`src/rtl/dsp_slew_pkg.sv`:
```
`default_nettype none
// +----------------------------------------------------------------------------+
// | Module      : dsp_slew_pkg                                                 |
// | Description : Shared state encodings, register offsets and defaults for    |
// |               the DSP output slew limiter.                                 |
// | Revision    : 1.0  initial release                                         |
// +----------------------------------------------------------------------------+
package dsp_slew_pkg;

  localparam int DW_DEF = 14;

  localparam logic [2:0] c_st_off   = 3'd0;
  localparam logic [2:0] c_st_slew  = 3'd1;
  localparam logic [2:0] c_st_track = 3'd2;
  localparam logic [2:0] c_st_hold  = 3'd3;
  localparam logic [2:0] c_st_rdown = 3'd4;

  localparam logic [15:0] c_addr_ctrl_a   = 16'h0010;
  localparam logic [15:0] c_addr_step_a   = 16'h0014;
  localparam logic [15:0] c_addr_presc    = 16'h0018;
  localparam logic [15:0] c_addr_status   = 16'h001C;
  localparam logic [15:0] c_addr_ctrl_b   = 16'h0020;
  localparam logic [15:0] c_addr_step_b   = 16'h0024;
  localparam logic [15:0] c_addr_satcnt_a = 16'h0028;
  localparam logic [15:0] c_addr_satcnt_b = 16'h002C;

endpackage
`default_nettype wire

```
`src/rtl/dsp_slew_channel.sv`:
```
`default_nettype none
// +----------------------------------------------------------------------------+
// | Module      : dsp_slew_channel                                             |
// | Description : One output channel: OFF/SLEW/TRACK/HOLD/RDOWN state machine, |
// |               step-clamped slew arithmetic and, when DSP_SLEW_SATCNT_EN is |
// |               defined, a saturating overflow event counter.                |
// | Revision    : 1.0  initial release                                         |
// +----------------------------------------------------------------------------+
module dsp_slew_channel
  import dsp_slew_pkg::*;
#(
  parameter int DW       = DW_DEF,
  parameter int SATCNT_W = 32
) (
  input  logic                 clk_i,
  input  logic                 rstn_i,
  input  logic                 tick,
  input  logic                 en,
  input  logic                 hold,
  input  logic [DW-2:0]        step,
  input  logic signed [DW-1:0] dat_i,
  input  logic                 ovf_i,
  input  logic                 satcnt_clr,
  output logic signed [DW-1:0] dat_o,
  output logic [2:0]           state_o,
  output logic [SATCNT_W-1:0]  satcnt_o
);

  logic [2:0]           r_state;
  logic [2:0]           w_state_nxt;
  logic signed [DW-1:0] r_out;
  logic signed [DW-1:0] w_out_nxt;
  logic signed [DW-1:0] w_target;
  logic signed [DW-1:0] w_out_upd;
  logic signed [DW:0]   w_diff;
  logic signed [DW:0]   w_step_ext;
  logic signed [DW:0]   w_delta;
  logic signed [DW:0]   w_sum;
  logic                 w_unused_sum_msb;

  always_comb begin
    case (r_state)
      c_st_slew, c_st_track: w_target = dat_i;
      c_st_hold:             w_target = r_out;
      default:               w_target = '0;
    endcase
  end

  assign w_diff     = {w_target[DW-1], w_target} - {r_out[DW-1], r_out};
  assign w_step_ext = {2'b00, step};

  // A zero step means no limit; otherwise clamp the move to +/-step.
  always_comb begin
    if (step == '0)
      w_delta = w_diff;
    else if (w_diff > w_step_ext)
      w_delta = w_step_ext;
    else if (w_diff < -w_step_ext)
      w_delta = -w_step_ext;
    else
      w_delta = w_diff;
  end

  // Moving toward an in-range target can never leave the DW range.
  assign w_sum            = {r_out[DW-1], r_out} + w_delta;
  assign w_out_upd        = w_sum[DW-1:0];
  assign w_unused_sum_msb = w_sum[DW];

  always_comb begin
    w_out_nxt = r_out;
    if (r_state == c_st_off)
      w_out_nxt = '0;
    else if (tick)
      w_out_nxt = w_out_upd;
  end

  always_comb begin
    w_state_nxt = r_state;
    case (r_state)
      c_st_off: begin
        if (en) w_state_nxt = c_st_slew;
      end
      c_st_slew, c_st_track: begin
        if (!en)
          w_state_nxt = c_st_rdown;
        else if (hold)
          w_state_nxt = c_st_hold;
        else if (tick)
          w_state_nxt = (w_out_upd == dat_i) ? c_st_track : c_st_slew;
      end
      c_st_hold: begin
        if (!en)
          w_state_nxt = c_st_rdown;
        else if (!hold)
          w_state_nxt = c_st_slew;
      end
      c_st_rdown: begin
        if (en)
          w_state_nxt = c_st_slew;
        else if ((r_out == '0) || (tick && (w_out_upd == '0)))
          w_state_nxt = c_st_off;
      end
      default: w_state_nxt = c_st_off;
    endcase
  end

  always_ff @(posedge clk_i or negedge rstn_i) begin
    if (!rstn_i) begin
      r_state <= c_st_off;
      r_out   <= '0;
    end else begin
      r_state <= w_state_nxt;
      r_out   <= w_out_nxt;
    end
  end

  assign dat_o   = r_out;
  assign state_o = r_state;

`ifdef DSP_SLEW_SATCNT_EN
  logic [SATCNT_W-1:0] r_satcnt;

  // Clear has priority so a write always leaves the counter at zero.
  always_ff @(posedge clk_i or negedge rstn_i) begin
    if (!rstn_i)
      r_satcnt <= '0;
    else if (satcnt_clr)
      r_satcnt <= '0;
    else if (ovf_i && !(&r_satcnt))
      r_satcnt <= r_satcnt + {{(SATCNT_W-1){1'b0}}, 1'b1};
  end

  assign satcnt_o = r_satcnt;
`else
  logic w_unused_sat;

  assign w_unused_sat = ovf_i ^ satcnt_clr;
  assign satcnt_o     = '0;
`endif

endmodule
`default_nettype wire

```
`src/rtl/dsp_output_slew.sv`:
```
`default_nettype none
// +----------------------------------------------------------------------------+
// | Module      : dsp_output_slew                                              |
// | Description : Two-channel DAC output conditioning (slew limit, soft ramp,  |
// |               hold) with shared tick prescaler and bus register file.      |
// |               Define DSP_SLEW_SATCNT_EN to build the saturation counters.  |
// | Revision    : 1.0  initial release                                         |
// +----------------------------------------------------------------------------+
module dsp_output_slew
  import dsp_slew_pkg::*;
#(
  parameter int DW       = DW_DEF,
  parameter int PRESC_W  = 16,
  parameter int SATCNT_W = 32
) (
  input  logic                 clk_i,
  input  logic                 rstn_i,
  input  logic signed [DW-1:0] dat_a_i,
  input  logic signed [DW-1:0] dat_b_i,
  input  logic                 ovf_a_i,
  input  logic                 ovf_b_i,
  output logic signed [DW-1:0] dat_a_o,
  output logic signed [DW-1:0] dat_b_o,
  input  logic [15:0]          addr,
  input  logic [31:0]          wdata,
  input  logic                 wen,
  input  logic                 ren,
  output logic                 ack,
  output logic [31:0]          rdata
);

  logic [1:0]          r_ctrl_a;
  logic [1:0]          r_ctrl_b;
  logic [DW-2:0]       r_step_a;
  logic [DW-2:0]       r_step_b;
  logic [PRESC_W-1:0]  r_presc;
  logic [PRESC_W-1:0]  r_presc_cnt;
  logic                r_ack;
  logic [31:0]         r_rdata;
  logic [31:0]         w_rdata_mux;
  logic                w_tick;
  logic                w_presc_wr;
  logic                w_clr_a;
  logic                w_clr_b;
  logic [2:0]          w_state_a;
  logic [2:0]          w_state_b;
  logic [SATCNT_W-1:0] w_satcnt_a;
  logic [SATCNT_W-1:0] w_satcnt_b;
  logic                w_unused_wdata;

  assign w_presc_wr     = wen && (addr == c_addr_presc);
  assign w_clr_a        = wen && (addr == c_addr_satcnt_a);
  assign w_clr_b        = wen && (addr == c_addr_satcnt_b);
  assign w_tick         = (r_presc_cnt == r_presc);
  assign w_unused_wdata = ^wdata;

  always_ff @(posedge clk_i or negedge rstn_i) begin
    if (!rstn_i)
      r_presc_cnt <= '0;
    else if (w_presc_wr || w_tick)
      r_presc_cnt <= '0;
    else
      r_presc_cnt <= r_presc_cnt + {{(PRESC_W-1){1'b0}}, 1'b1};
  end

  always_ff @(posedge clk_i or negedge rstn_i) begin
    if (!rstn_i) begin
      r_ctrl_a <= '0;
      r_ctrl_b <= '0;
      r_step_a <= '0;
      r_step_b <= '0;
      r_presc  <= '0;
    end else if (wen) begin
      case (addr)
        c_addr_ctrl_a: r_ctrl_a <= wdata[1:0];
        c_addr_ctrl_b: r_ctrl_b <= wdata[1:0];
        c_addr_step_a: r_step_a <= wdata[DW-2:0];
        c_addr_step_b: r_step_b <= wdata[DW-2:0];
        c_addr_presc:  r_presc  <= wdata[PRESC_W-1:0];
        default: ;
      endcase
    end
  end

  always_comb begin
    w_rdata_mux = '0;
    case (addr)
      c_addr_ctrl_a:   w_rdata_mux = {30'd0, r_ctrl_a};
      c_addr_ctrl_b:   w_rdata_mux = {30'd0, r_ctrl_b};
      c_addr_step_a:   w_rdata_mux = 32'(r_step_a);
      c_addr_step_b:   w_rdata_mux = 32'(r_step_b);
      c_addr_presc:    w_rdata_mux = 32'(r_presc);
      c_addr_status:   w_rdata_mux = {25'd0, w_state_b, 1'b0, w_state_a};
      c_addr_satcnt_a: w_rdata_mux = 32'(w_satcnt_a);
      c_addr_satcnt_b: w_rdata_mux = 32'(w_satcnt_b);
      default:         w_rdata_mux = '0;
    endcase
  end

  always_ff @(posedge clk_i or negedge rstn_i) begin
    if (!rstn_i) begin
      r_ack   <= 1'b0;
      r_rdata <= '0;
    end else begin
      r_ack   <= wen | ren;
      r_rdata <= ren ? w_rdata_mux : '0;
    end
  end

  assign ack   = r_ack;
  assign rdata = r_rdata;

  dsp_slew_channel #(
    .DW       (DW),
    .SATCNT_W (SATCNT_W)
  ) u_chan_a (
    .clk_i      (clk_i),
    .rstn_i     (rstn_i),
    .tick       (w_tick),
    .en         (r_ctrl_a[0]),
    .hold       (r_ctrl_a[1]),
    .step       (r_step_a),
    .dat_i      (dat_a_i),
    .ovf_i      (ovf_a_i),
    .satcnt_clr (w_clr_a),
    .dat_o      (dat_a_o),
    .state_o    (w_state_a),
    .satcnt_o   (w_satcnt_a)
  );

  dsp_slew_channel #(
    .DW       (DW),
    .SATCNT_W (SATCNT_W)
  ) u_chan_b (
    .clk_i      (clk_i),
    .rstn_i     (rstn_i),
    .tick       (w_tick),
    .en         (r_ctrl_b[0]),
    .hold       (r_ctrl_b[1]),
    .step       (r_step_b),
    .dat_i      (dat_b_i),
    .ovf_i      (ovf_b_i),
    .satcnt_clr (w_clr_b),
    .dat_o      (dat_b_o),
    .state_o    (w_state_b),
    .satcnt_o   (w_satcnt_b)
  );

endmodule
`default_nettype wire
```
`config.mk`:
```
export PLATFORM = sky130hd
export DESIGN_NAME = dsp_output_slew
export DESIGN_NICKNAME = d
export VERILOG_FILES = /design/src/rtl/dsp_slew_pkg.sv /design/src/rtl/dsp_slew_channel.sv /design/src/rtl/dsp_output_slew.sv
export SDC_FILE = /design/constraint.sdc
export NUM_CORES = 1
export LEC_CHECK = 0
export ABC_AREA = 1
export BUFFER_PORTS_ARGS = -buffer_cell sky130_fd_sc_hd__buf_2
export CAP_MARGIN = 20
export CORE_UTILIZATION = 65
export CTS_CLUSTER_DIAMETER = 200
export DETAILED_ROUTE_END_ITERATION = 10
export PLACE_DENSITY_LB_ADDON = 0.08
export SYNTH_ARGS = -nofsm -noshare
export SYNTH_HDL_FRONTEND = slang
export SYNTH_SLANG_ARGS = --single-unit
```
`constraint.sdc`:
```
create_clock -name clk_i -period 16.1 [get_ports clk_i]
set_input_delay 0 -clock clk_i [delete_from_list [all_inputs] [get_ports clk_i]]
set_output_delay 0 -clock clk_i [all_outputs]
set_load 0.03 [all_outputs]
```
==> Word level (Yosys, flattened, before mapping) <==
Index checks and enable logic that the tools add are counted.
{ "classes": {"addsub": 7, "eq_ne": 25, "mux": 35, "reduce_logical": 25, "bitwise_logic": 1, "n_lt_le_gt_ge": 4} }
{ "op_table": {"columns": ["cell", "count"], "rows": [
  ["14-bit 2-to-1 mux", 10],
  ["16-bit case mux with 6 select lines", 1],
  ["16-bit by 5-bit equality test with 1-bit output, second input constant", 4],
  ["14-bit logical NOT", 4],
  ["14-bit case mux with 2 select lines", 2],
  ["3-bit 2-to-1 mux", 16],
  ["16-bit by 6-bit equality test with 1-bit output, second input constant", 2],
  ["32-bit 2-to-1 mux", 1],
  ["15-bit by 14-bit greater-than comparator with 1-bit output", 2],
  ["15-bit < comparator", 2],
  ["13-bit negator with 15-bit output", 2],
  ["14-bit by 14-bit subtractor with 15-bit output", 2],
  ["14-bit adder", 2],
  ["14-bit equality test", 2],
  ["13-bit logical NOT", 2],
  ["3-bit case mux with 4 select lines", 2],
  ["16-bit by 1-bit adder with 16-bit output, second input constant", 1],
  ["16-bit equality test", 1],
  ["16-bit 2-to-1 mux", 1],
  ["3-bit by 2-bit equality test with 1-bit output, second input constant", 4],
  ["2-bit AND reduction", 5],
  ["4-bit AND reduction", 2],
  ["3-bit by 1-bit equality test with 1-bit output, second input constant", 2],
  ["3-bit equality test, second input constant", 2],
  ["12 further kinds", 23]
]} }
{ "totals": {"input_bits": 82, "output_inout_bits": 61, "wordCells": 109, "reg_bits": 129} }

==> Logic depth before layout (Yosys ltp) <==
Gate-level depths: netlist (run 1).
{ "depth": {"word_depth": 15, "depth_mapped": 56, "depth_no_buf": 55} }

==> Hierarchy <==
Synthesis (run 1) repeated with hierarchy kept, for this count alone.
{ "hier_totals": {"hier_cells": 1889, "hier_area_um2": 13111.3} }
{ "by_module_without_submodules": {"columns": ["module", "n_inst", "cells_each", "area_per_inst_um2", "seq_area_each_um2"], "rows": [
  ["dsp_output_slew", 1, 599, 4863.4, 2377.3],
  ["dsp_slew_channel at u_chan_a", 1, 645, 4147.7, 425.4],
  ["dsp_slew_channel at u_chan_b", 1, 645, 4100.2, 425.4]
]} }

==> Worst setup path before layout (run 1) <==
OpenSTA, ideal clock, no wires.
{ "synth_timing": {"path_kind": "register to register", "startpoint": "register u_chan_a.r_state[0], in the netlist u_chan_a.state_o[0]", "endpoint": "register u_chan_a.r_state[2], in the netlist u_chan_a.state_o[2]", "period_less_slack_ps": 6410, "required_time_ps": 15973, "path_stages_with_launch": 48, "setup_ps": 127, "path_slack_ps": 9690, "n_path_buf": 1, "arrival_time_ps": 6283, "path_cell_list": "dfrtp_1 > nand2_1 > inv_1 > nor3_1 > clkinv_1 > o22ai_1 > ha_1 > inv_2 > nor3_2 > nand3_1 > nand3_1 > inv_1 > o21ai_1 > a21oi_1 > a21oi_1 > inv_1 > ha_1 > nand2_1 > (+12 left out) > nand2_1 > nand2_1 > o211ai_1 > a21oi_1 > o21bai_1 > a21oi_1 > nor2_1 > nor2_1 > xor2_1 > nand2_1 > nor3_1 > nand3_1 > nand2_1 > nand2_1 > nand2_1 > nand2_2 > nand2_1 > o31ai_1"} }
{ "synth_via": {"elab_chain_cells": 14, "elab_cells_between_ends": 23, "cone_classes": "2 x add/sub; 2 x order compare; 8 x eq/ne; 5 x mux; 6 x reduce/logical"} }
{ "synth_rtl": {"columns": ["element", "line", "text"], "rows": [
  ["start, declared", "dsp_slew_channel.sv:29", "logic [2:0] r_state;"],
  ["start signal, assigned", "dsp_slew_channel.sv:109", "r_state <= c_st_off;"],
  ["start signal, assigned", "dsp_slew_channel.sv:112", "r_state <= w_state_nxt;"],
  ["3-bit by 1-bit equality test with 1-bit output or 3-bit by 2-bit equality test with 1-bit output (tied branches)", "dsp_slew_channel.sv:42, dsp_slew_channel.sv:79", null],
  ["2-bit OR reduction", "dsp_slew_channel.sv:42, dsp_slew_channel.sv:79", null],
  ["14-bit case mux with 2 select lines", "dsp_slew_channel.sv:42", "case (r_state)"],
  ["14-bit by 14-bit subtractor with 15-bit output", "dsp_slew_channel.sv:49", "assign w_diff = {w_target[DW-1], w_target} - {r_out[DW-1], r_out};"],
  ["15-bit < comparator", "dsp_slew_channel.sv:58", "else if (w_diff < -w_step_ext)"],
  ["14-bit 2-to-1 mux", "dsp_slew_channel.sv:58", null],
  ["14-bit 2-to-1 mux", "dsp_slew_channel.sv:56", "else if (w_diff > w_step_ext)"],
  ["14-bit 2-to-1 mux", "dsp_slew_channel.sv:54", "if (step == '0)"],
  ["14-bit adder", "dsp_slew_channel.sv:65", "assign w_sum = {r_out[DW-1], r_out} + w_delta;"],
  ["14-bit logical NOT", "dsp_slew_channel.sv:100", "else if ((r_out == '0) || (tick && (w_out_upd == '0)))"],
  ["1-bit logical AND", "dsp_slew_channel.sv:100", null],
  ["1-bit logical OR", "dsp_slew_channel.sv:100", null],
  ["3-bit by 2-bit != test with 1-bit output (no line)", null, null],
  ["4-bit AND reduction (no line)", null, null]
]} }
Several ways; a longest one is shown, not always the timed one.
A chain may end at the register's enable or synchronous reset.

==> Worst setup path after layout (run 1) <==
{ "layout_timing": {"startpoint": "register u_chan_b.r_state[0], in the netlist u_chan_b.state_o[0]", "endpoint": "register u_chan_b.r_state[0], in the netlist u_chan_b.state_o[0]"} }
{ "layout_via": {"elab_chain_cells": 15, "elab_cells_between_ends": 28, "cone_classes": "2 x add/sub; 2 x order compare; 9 x eq/ne; 9 x mux; 6 x reduce/logical"} }
{ "layout_rtl": {"columns": ["element", "line", "text"], "rows": [
  ["start, declared", "dsp_slew_channel.sv:29", null],
  ["start signal, assigned", "dsp_slew_channel.sv:109", null],
  ["start signal, assigned", "dsp_slew_channel.sv:112", null],
  ["3-bit by 1-bit equality test with 1-bit output or 3-bit by 2-bit equality test with 1-bit output (tied branches)", "dsp_slew_channel.sv:42, dsp_slew_channel.sv:79", null],
  ["2-bit OR reduction", "dsp_slew_channel.sv:42, dsp_slew_channel.sv:79", null],
  ["14-bit case mux with 2 select lines", "dsp_slew_channel.sv:42", null],
  ["14-bit by 14-bit subtractor with 15-bit output", "dsp_slew_channel.sv:49", null],
  ["15-bit < comparator", "dsp_slew_channel.sv:58", null],
  ["14-bit 2-to-1 mux", "dsp_slew_channel.sv:58", null],
  ["14-bit 2-to-1 mux", "dsp_slew_channel.sv:56", null],
  ["14-bit 2-to-1 mux", "dsp_slew_channel.sv:54", null],
  ["14-bit adder", "dsp_slew_channel.sv:65", null],
  ["14-bit equality test", "dsp_slew_channel.sv:89", "w_state_nxt = (w_out_upd == dat_i) ? c_st_track : c_st_slew;"],
  ["2-bit 2-to-1 mux", "dsp_slew_channel.sv:89", null],
  ["3-bit 2-to-1 mux", "dsp_slew_channel.sv:88", "else if (tick)"],
  ["3-bit 2-to-1 mux", "dsp_slew_channel.sv:86", "else if (hold)"],
  ["3-bit 2-to-1 mux", "dsp_slew_channel.sv:84", "if (!en)"],
  ["3-bit case mux with 4 select lines", "dsp_slew_channel.sv:79", "case (r_state)"]
]} }
Several ways; a longest one is shown, not always the timed one. The select of a mux whose other input is x is not followed.

==> impl_results.html, run 1 <==
<table>
<tr><th>Metric</th><th>Value</th></tr>
<tr><th colspan="2">Outcome</th></tr>
<tr><td>Outcome</td><td>completed</td></tr>
<tr><th colspan="2">Worst setup path</th></tr>
<tr><td>Cell mode on critical path</td><td>sky130_fd_sc_hd__nand2_1</td></tr>
<tr><td>CP endpoint kind</td><td>register</td></tr>
<tr><td>Startpoint-to-endpoint class of the critical path</td><td>register to register</td></tr>
<tr><td>Cell with the biggest individual delay on the critical path</td><td>sky130_fd_sc_hd__or4_1</td></tr>
<tr><td>Crit Path Max Fanout</td><td>21</td></tr>
<tr><td>Critical path data arrival time</td><td>8.54 ns</td></tr>
<tr><td>Critical Path Source Type</td><td>register</td></tr>
<tr><td>Worst setup slack for register-to-register paths</td><td>7.87 ns</td></tr>
<tr><td>Worst path required time</td><td>16.42 ns</td></tr>
<tr><td>Longest individual stage delay on the worst path</td><td>0.51 ns</td></tr>
<tr><th colspan="2">Floorplan</th></tr>
<tr><td>Top-level port count</td><td>143</td></tr>
<tr><td>Die extent in x</td><td>132 um</td></tr>
<tr><td>Die H</td><td>132 um</td></tr>
<tr><td>Starting density of the core</td><td>67.7%</td></tr>
<tr><td>Die ar.</td><td>17,300 sq um</td></tr>
<tr><td>Area of the placeable core</td><td>16,100 sq um</td></tr>
<tr><td>Std cell rows</td><td>46</td></tr>
<tr><th colspan="2">Yosys</th></tr>
<tr><td>Number of library cell types mapped by synthesis</td><td>55</td></tr>
<tr><td>Fraction of registers with async set or reset after synthesis</td><td>100%</td></tr>
<tr><td>Netlist area before placement</td><td>10,900 sq um</td></tr>
<tr><td>Synth warn</td><td>0</td></tr>
<tr><td>Main synth FF type</td><td>sky130_fd_sc_hd__dfrtp_1</td></tr>
<tr><td>Post-synthesis cell count</td><td>1,574</td></tr>
<tr><td>Mapped Avg Cell Area</td><td>6.93 sq um</td></tr>
<tr><td>Number of storage elements in the synthesis netlist</td><td>113</td></tr>
<tr><td>EDFF count, synth</td><td>0</td></tr>
<tr><td>Share of the yosys chip area belonging to registers</td><td>25.9%</td></tr>
<tr><th colspan="2">Clocking</th></tr>
<tr><td>Clock Latency Late Sink</td><td>0.43 ns</td></tr>
<tr><td>CTS clk-pin slew, worst paths</td><td>0.06 ns</td></tr>
<tr><td>Clk sink count</td><td>113</td></tr>
<tr><td>CTS tree</td><td>yes</td></tr>
<tr><td>Clock buffers created by TritonCTS</td><td>17</td></tr>
<tr><td>Clock tree root buffer cell</td><td>sky130_fd_sc_hd__clkbuf_16</td></tr>
<tr><td>CTS HTree Levels</td><td>4</td></tr>
<tr><td>Clock Tree Buf Depth</td><td>2</td></tr>
<tr><th colspan="2">Drt</th></tr>
<tr><td>Post-DR wirelength/cell</td><td>16.5 um</td></tr>
<tr><td>Detail Route Antenna Nets</td><td>0</td></tr>
<tr><td>Via count</td><td>11,300</td></tr>
<tr><td>Via density per instance</td><td>5.90</td></tr>
<tr><td>DRC</td><td>0</td></tr>
<tr><td>Number of DRC violations after detailed-routing iteration 0</td><td>1,105</td></tr>
<tr><td>Detailed-route wire length</td><td>31.7 mm</td></tr>
<tr><td>Length of the first detailed-routing pass in iterations</td><td>8</td></tr>
<tr><th colspan="2">Global route</th></tr>
<tr><td>Wire length of the first global-routing pass</td><td>50.6 mm</td></tr>
<tr><td>Initial antenna violation count</td><td>0</td></tr>
<tr><td>Vias in the first global route</td><td>10,200</td></tr>
<tr><td>Largest net degree at the start of global routing</td><td>71</td></tr>
<tr><td>Total grt overflow</td><td>0</td></tr>
<tr><td>Overall track demand over capacity in global routing</td><td>36.8%</td></tr>
<tr><th colspan="2">STA</th></tr>
<tr><td>Largest clock skew in the final design</td><td>0.00902 ns</td></tr>
<tr><td>Max frequency</td><td>0.122 GHz</td></tr>
<tr><td>Final cycle utilization of the critical path</td><td>51.1%</td></tr>
<tr><td>Min Tclk post-route</td><td>8.23 ns</td></tr>
<tr><td>Worst-margin pin slew</td><td>1.03 ns</td></tr>
<tr><td>Setup repair after global routing missed its margin</td><td>no</td></tr>
<tr><td>Worst Setup Slack, final</td><td>7.87 ns</td></tr>
<tr><td>Slew Limit Fails</td><td>0</td></tr>
<tr><td>Hold Fails Final Rpt</td><td>0</td></tr>
<tr><td>Final TNS setup</td><td>0 ns</td></tr>
<tr><td>Count of endpoints failing setup in the final report</td><td>0</td></tr>
<tr><td>Worst-case headroom to the max-slew limit</td><td>31.2%</td></tr>
<tr><th colspan="2">Place</th></tr>
<tr><td>Number of buffer cells added on primary ports</td><td>108</td></tr>
<tr><td>Placement-stage worst setup slack</td><td>8.15 ns</td></tr>
<tr><td>Final weighted congestion in routability-driven placement</td><td>0.962</td></tr>
<tr><td>Placed cell count</td><td>1,871</td></tr>
<tr><td>Estimated wirelength of the detail-placed design</td><td>24.1 mm</td></tr>
<tr><th colspan="2">Final layout</th></tr>
<tr><td>Filler Cells Inserted</td><td>1,297</td></tr>
<tr><td>Number of nets at the end of the flow</td><td>1,886</td></tr>
<tr><td>Share of final-layout standard cells stronger than drive strength 1</td><td>11.1%</td></tr>
<tr><td>Count of inserted antenna diode cells</td><td>0</td></tr>
<tr><td>Post-layout utilization of the core</td><td>76.8%</td></tr>
<tr><td>Finished Layout Cells</td><td>1,922</td></tr>
<tr><td>Area overhead of the layout relative to synthesis</td><td>13.4%</td></tr>
<tr><th colspan="2">Worst hold path</th></tr>
<tr><td>Type of the most critical hold path</td><td>input pin to register</td></tr>
<tr><th colspan="2">Flow run</th></tr>
<tr><td>Max Cap Viol</td><td>0</td></tr>
</table>
layer usage:
layer,part of all wire (%),GRT usage (%)
met3,8.3,5.83
met2,44,57.1
met1,45,51.8
met4,2.9,12.8
met5,0,0
logic make-up (layout without fill, tap and decap cells):
kind of cell | after synthesis | after routing | synth area share, %
simple gates | 636 | 636 | 25.5
compound gates | 345 | 345 | 18.2
xor+xnor | 80 | 80 | 6.49
fa+ha+maj | 111 | 111 | 13.0
other cells | 1 | 16 | 0.0344
mux | 3 | 3 | 0.310
buf+inv | 285 | 402 | 10.5
flops | 113 | 113 | 25.9
synth_stat cells (all sizes together), types with 2 or more instances:
library cell,count,area (sq um)
o221ai,2,17.5
o21ai,130,654
mux2,3,33.8
nand4,24,165
clkbuf,25,93.8
inv,238,893
o21bai,11,82.6
ha,107,1340
or2,3,18.8
nor3b,7,52.6
nand3,78,420
o211ai,19,143
o31ai,7,52.6
nor2,124,493
clkinv,2,7.51
a21o,2,15.0
xor2,55,489
o2111ai,3,26.3
a211oi,8,60.1
xnor2,25,219
a22oi,2,15.0
a21oi,100,519
o22ai,45,282
a221oi,8,70.1
dfrtp,113,2830
nor4,10,62.6
nand2,344,1310
buf,20,145
fa,4,80.1
nand3b,2,15.0
and2,2,12.5
a31oi,7,43.8
nor3,39,211
sequential cells by signal, summed over array words and instances, names as in the netlist:
signal / cells
u_chan_a.dat_o: 14
u_chan_a.state_o: 3
r_step_b: 13
r_ctrl_a: 2
u_chan_b.state_o: 3
r_presc_cnt: 16
ack: 1
r_ctrl_b: 2
r_presc: 16
rdata: 16
r_step_a: 13
u_chan_b.dat_o: 14
worst paths after layout:
kind / from / end / depth (start not counted)
min in group asynchronous: rstn_i / r_presc[15] / 2
max reg2reg: u_chan_b.state_o[0] / u_chan_b.state_o[0] / 49
max in group asynchronous: rstn_i / u_chan_a.dat_o[7] / 3
max: u_chan_b.state_o[0] / u_chan_b.state_o[0] / 49
min: dat_b_i[13] / u_chan_b.state_o[1] / 6
min reg2reg: r_presc_cnt[0] / r_presc_cnt[0] / 1
timing repair:
item                                   in CTS  in global routing
setup buffers                               0                  0
hold buffers                               19                  0
endpoints found under the hold margin      93                  0
resized for setup                           0                  0
area by class of cell:
| type | count | area [sq um] | area share [%] |
|---|---|---|---|
| multi-input cells | 1191 | 7000 | 56.5 |
| repair buffers | 130 | 756 | 6.11 |
| clock buffers | 17 | 425 | 3.44 |
| clock inverters | 15 | 195 | 1.58 |
| flip-flops and latches | 113 | 2830 | 22.9 |
| inverters | 240 | 901 | 7.28 |
| well taps | 216 | 270 | 2.18 |
layout by cell type, fill, tap and decap left out, types with 5 or more instances in the layout:
| cell type | netlist | final |
|---|---|---|
| sky130_fd_sc_hd__clkbuf_16 | 0 | 17 |
| sky130_fd_sc_hd__nor4_1 | 10 | 10 |
| sky130_fd_sc_hd__nor3b_1 | 7 | 7 |
| sky130_fd_sc_hd__o31ai_1 | 7 | 7 |
| sky130_fd_sc_hd__o21ai_0 | 120 | 120 |
| sky130_fd_sc_hd__a211oi_1 | 8 | 8 |
| sky130_fd_sc_hd__ha_1 | 107 | 107 |
| sky130_fd_sc_hd__nor2_2 | 5 | 5 |
| sky130_fd_sc_hd__inv_2 | 13 | 13 |
| sky130_fd_sc_hd__o21bai_1 | 11 | 11 |
| sky130_fd_sc_hd__inv_1 | 225 | 225 |
| sky130_fd_sc_hd__xnor2_1 | 25 | 25 |
| sky130_fd_sc_hd__o211ai_1 | 19 | 19 |
| sky130_fd_sc_hd__nand3_1 | 72 | 72 |
| sky130_fd_sc_hd__nand3_2 | 6 | 6 |
| sky130_fd_sc_hd__o22ai_1 | 45 | 45 |
| sky130_fd_sc_hd__nand4_1 | 23 | 23 |
| sky130_fd_sc_hd__nand2_2 | 6 | 6 |
| sky130_fd_sc_hd__xor2_1 | 54 | 54 |
| sky130_fd_sc_hd__a31oi_1 | 7 | 7 |
| sky130_fd_sc_hd__dfrtp_1 | 113 | 113 |
| sky130_fd_sc_hd__buf_2 | 2 | 107 |
| sky130_fd_sc_hd__o21ai_1 | 9 | 9 |
| sky130_fd_sc_hd__conb_1 | 1 | 16 |
| sky130_fd_sc_hd__nor2_1 | 117 | 117 |
| sky130_fd_sc_hd__nor3_1 | 37 | 37 |
| sky130_fd_sc_hd__nand2_1 | 337 | 337 |
| sky130_fd_sc_hd__dlygate4sd3_1 | 0 | 19 |
| sky130_fd_sc_hd__a221oi_1 | 8 | 8 |
| sky130_fd_sc_hd__inv_6 | 0 | 7 |
| sky130_fd_sc_hd__a21oi_1 | 97 | 97 |
critical path, delay by kind of cell, from the launching register on:
| family | cells | cell delay (ns) |
|---|---|---|
| AO/OA/AOI/OAI | 8 | 1.54 |
| XOR/XNOR | 2 | 0.51 |
| adder cells (fa/ha/maj) | 5 | 1.40 |
| buffers and inverters | 7 | 0.84 |
| flip-flops | 1 | 0.42 |
| AND/OR/NAND/NOR | 27 | 3.40 |
metrics by stage:
step / area [sq um] / hold WS (ns)
after CTS: 12400 / 0.0839
after floorplan: 11000 / -0.296
after global placement: 11600 / 0.0259
after detailed placement: 11600 / 0.0304
after global routing: 12400 / 0.132
final: 12400 / 0.0800
Power of run 1 is left out: the tool's default activity adds up to more than one toggle a clock period on the data nets, which glitch-free logic cannot reach.
==> run 2: changes to the inputs <==
Settings changed: CORE_UTILIZATION 65 to 60.
Clock period 16.1 ns to 8.3 ns, I/O delays scaled along.
==> run 2 against run 1 <==
Critical path depth decreased by 4. Clock-buffer cell count unchanged. Global-route usage decreased by 2.3 points.
==> impl_results.html, run 2 (synthesis gave the netlist of run 1 again) <==
<table>
<tr><th>Metric</th><th>Value</th></tr>
<tr><th colspan="2">Outcome</th></tr>
<tr><td>Outcome</td><td>completed</td></tr>
<tr><th colspan="2">Drt</th></tr>
<tr><td>DRC</td><td>0 (unchanged)</td></tr>
<tr><td>Number of DRC violations after detailed-routing iteration 0</td><td>1,114 (+0.81%)</td></tr>
<tr><td>Post-DR wirelength/cell</td><td>16.2 um (-1.8%)</td></tr>
<tr><td>Detailed-route wire length</td><td>31.3 mm (-1.3%)</td></tr>
<tr><td>Detail Route Antenna Nets</td><td>0 (unchanged)</td></tr>
<tr><td>Via density per instance</td><td>5.79 (-1.7%)</td></tr>
<tr><td>Length of the first detailed-routing pass in iterations</td><td>5 (-3)</td></tr>
<tr><td>Via count</td><td>11,200 (-1.2%)</td></tr>
<tr><th colspan="2">Global route</th></tr>
<tr><td>Vias in the first global route</td><td>9,929 (-2.5%)</td></tr>
<tr><td>Wire length of the first global-routing pass</td><td>49.6 mm (-2.0%)</td></tr>
<tr><td>Total grt overflow</td><td>0 (unchanged)</td></tr>
<tr><td>Overall track demand over capacity in global routing</td><td>34.4% (-2.3 points)</td></tr>
<tr><td>Largest net degree at the start of global routing</td><td>77 (+8.5%)</td></tr>
<tr><td>Initial antenna violation count</td><td>0 (unchanged)</td></tr>
<tr><th colspan="2">Floorplan</th></tr>
<tr><td>Starting density of the core</td><td>62.2% (-5.5 points)</td></tr>
<tr><td>Die extent in x</td><td>137 um (+4.0%)</td></tr>
<tr><td>Std cell rows</td><td>48 (+4.3%)</td></tr>
<tr><td>Die H</td><td>137 um (+4.0%)</td></tr>
<tr><td>Area of the placeable core</td><td>17,500 sq um (+8.8%)</td></tr>
<tr><td>Die ar.</td><td>18,700 sq um (+8.2%)</td></tr>
<tr><td>Top-level port count</td><td>143 (unchanged)</td></tr>
<tr><th colspan="2">Clocking</th></tr>
<tr><td>CTS clk-pin slew, worst paths</td><td>0.06 ns (about the same)</td></tr>
<tr><td>Clock tree root buffer cell</td><td>sky130_fd_sc_hd__clkbuf_16</td></tr>
<tr><td>Clk sink count</td><td>113 (unchanged)</td></tr>
<tr><td>Clock buffers created by TritonCTS</td><td>17 (unchanged)</td></tr>
<tr><td>Clock Tree Buf Depth</td><td>2 (unchanged)</td></tr>
<tr><td>CTS HTree Levels</td><td>4 (unchanged)</td></tr>
<tr><td>Clock Latency Late Sink</td><td>0.43 ns (about the same)</td></tr>
<tr><td>CTS tree</td><td>yes</td></tr>
<tr><th colspan="2">STA</th></tr>
<tr><td>Largest clock skew in the final design</td><td>0.0135 ns (+0.00450 ns)</td></tr>
<tr><td>Max frequency</td><td>0.129 GHz (+6.2%)</td></tr>
<tr><td>Worst-margin pin slew</td><td>1.07 ns (+0.0409 ns)</td></tr>
<tr><td>Worst Setup Slack, final</td><td>0.555 ns (-7.32 ns)</td></tr>
<tr><td>Slew Limit Fails</td><td>0 (unchanged)</td></tr>
<tr><td>Final TNS setup</td><td>0 ns (unchanged)</td></tr>
<tr><td>Final cycle utilization of the critical path</td><td>93.3% (+42 points)</td></tr>
<tr><td>Hold Fails Final Rpt</td><td>0 (unchanged)</td></tr>
<tr><td>Setup repair after global routing missed its margin</td><td>no</td></tr>
<tr><td>Min Tclk post-route</td><td>7.74 ns (-0.481 ns)</td></tr>
<tr><td>Worst-case headroom to the max-slew limit</td><td>28.5% (-2.7 points)</td></tr>
<tr><td>Count of endpoints failing setup in the final report</td><td>0 (unchanged)</td></tr>
<tr><th colspan="2">Worst setup path</th></tr>
<tr><td>Critical path data arrival time</td><td>8.06 ns (-0.48 ns)</td></tr>
<tr><td>Startpoint-to-endpoint class of the critical path</td><td>register to register</td></tr>
<tr><td>Longest individual stage delay on the worst path</td><td>0.51 ns (about the same)</td></tr>
<tr><td>Cell mode on critical path</td><td>sky130_fd_sc_hd__nand2_1</td></tr>
<tr><td>Crit Path Max Fanout</td><td>21 (unchanged)</td></tr>
<tr><td>Worst path required time</td><td>8.61 ns (-7.81 ns)</td></tr>
<tr><td>Critical Path Source Type</td><td>register</td></tr>
<tr><td>CP endpoint kind</td><td>register</td></tr>
<tr><td>Cell with the biggest individual delay on the critical path</td><td>sky130_fd_sc_hd__or4_1</td></tr>
<tr><td>Worst setup slack for register-to-register paths</td><td>0.56 ns (-7.32 ns)</td></tr>
<tr><th colspan="2">Final layout</th></tr>
<tr><td>Area overhead of the layout relative to synthesis</td><td>13.5% (about the same)</td></tr>
<tr><td>Share of final-layout standard cells stronger than drive strength 1</td><td>11.4% (+0.23 points)</td></tr>
<tr><td>Multi-input gate area</td><td>7010 sq um (+0.27%)</td></tr>
<tr><td>Most common cell after layout, fill and taps aside</td><td>sky130_fd_sc_hd__nand2_1</td></tr>
<tr><td>Flip-flop and latch area</td><td>2830 sq um (unchanged)</td></tr>
<tr><td>Commonest non-fill, non-tap cells in the layout</td><td>sky130_fd_sc_hd__nand2_1, sky130_fd_sc_hd__inv_1, sky130_fd_sc_hd__o21ai_0</td></tr>
<tr><td>Number of nets at the end of the flow</td><td>1,887 (+0.053%)</td></tr>
<tr><td>Filler Cells Inserted</td><td>1,511 (+16%)</td></tr>
<tr><td>Count of inserted antenna diode cells</td><td>0 (unchanged)</td></tr>
<tr><th colspan="2">Place</th></tr>
<tr><td>Final weighted congestion in routability-driven placement</td><td>0.971 (+1.0%)</td></tr>
<tr><td>Estimated wirelength of the detail-placed design</td><td>24.4 mm (+1.6%)</td></tr>
<tr><td>Number of buffer cells added on primary ports</td><td>108 (unchanged)</td></tr>
<tr><td>Placement-stage worst setup slack</td><td>0.364 ns (-7.78 ns)</td></tr>
<tr><th colspan="2">Flow run</th></tr>
<tr><td>Max Cap Viol</td><td>0 (unchanged)</td></tr>
<tr><th colspan="2">Worst hold path</th></tr>
<tr><td>Type of the most critical hold path</td><td>input pin to register</td></tr>
</table>
[run 2: critical path, delay by kind of cell (launching register included)]
family,cells,cell delay (ns)
adder cells (fa/ha/maj),5,1.57
AND/OR/NAND/NOR,24,3.06
AO/OA/AOI/OAI,8,1.43
flip-flops,1,0.40
buffers and inverters,6,0.64
XOR/XNOR,2,0.50
[run 2: per-stage QoR]
step	std cells	cell area (sq um)	hold WS, ns	utilization [%]
floorplan	1589	11000	-0.296	-
global placement	1881	11600	0.223	66.0
detailed placement	1881	11600	0.221	66.0
CTS	1932	12400	0.104	70.5
global route	1932	12400	0.128	70.6
finish	1932	12400	0.133	70.6
[run 2: path summary, 6_finish.rpt]
kind                                     startpoint                   to  depth (start not counted)
worst min register to register       r_presc_cnt[0]       r_presc_cnt[0]                          1
worst min-delay path                    dat_b_i[13]  u_chan_b.state_o[1]                          6
min in group asynchronous                    rstn_i      r_presc_cnt[14]                          2
max in group asynchronous                    rstn_i    u_chan_b.dat_o[2]                          3
worst max-delay path            u_chan_b.state_o[2]  u_chan_b.state_o[0]                         45
worst max register to register  u_chan_b.state_o[2]  u_chan_b.state_o[0]                         45
[run 2: metal layers]
layer,wire (um),global-route usage [%],share of wire (%)
met5,0,0,0
met1,13900,48.1,45
met3,2980,6.59,9.5
met4,1270,16.7,4.1
met2,13100,50.8,42
[run 2: layout make-up]
| cell class | count | area share, % |
|---|---|---|
| Clock buffer | 17 | 3.44 |
| Clock inverter | 15 | 1.36 |
| Inverter | 240 | 7.28 |
| Multi-Input combinational cell | 1191 | 56.6 |
| Sequential cell | 113 | 22.8 |
| Tap cell | 225 | 2.27 |
| Timing Repair Buffer | 131 | 6.16 |
[run 2: what timing repair did]
action	in CTS	in global routing
setup buffers	0	0
hold endpoints to repair	125	0
endpoints found under the setup margin	0	7
hold buffers	19	0
gates resized for setup	0	5
Power of run 2 is left out for the same reason.
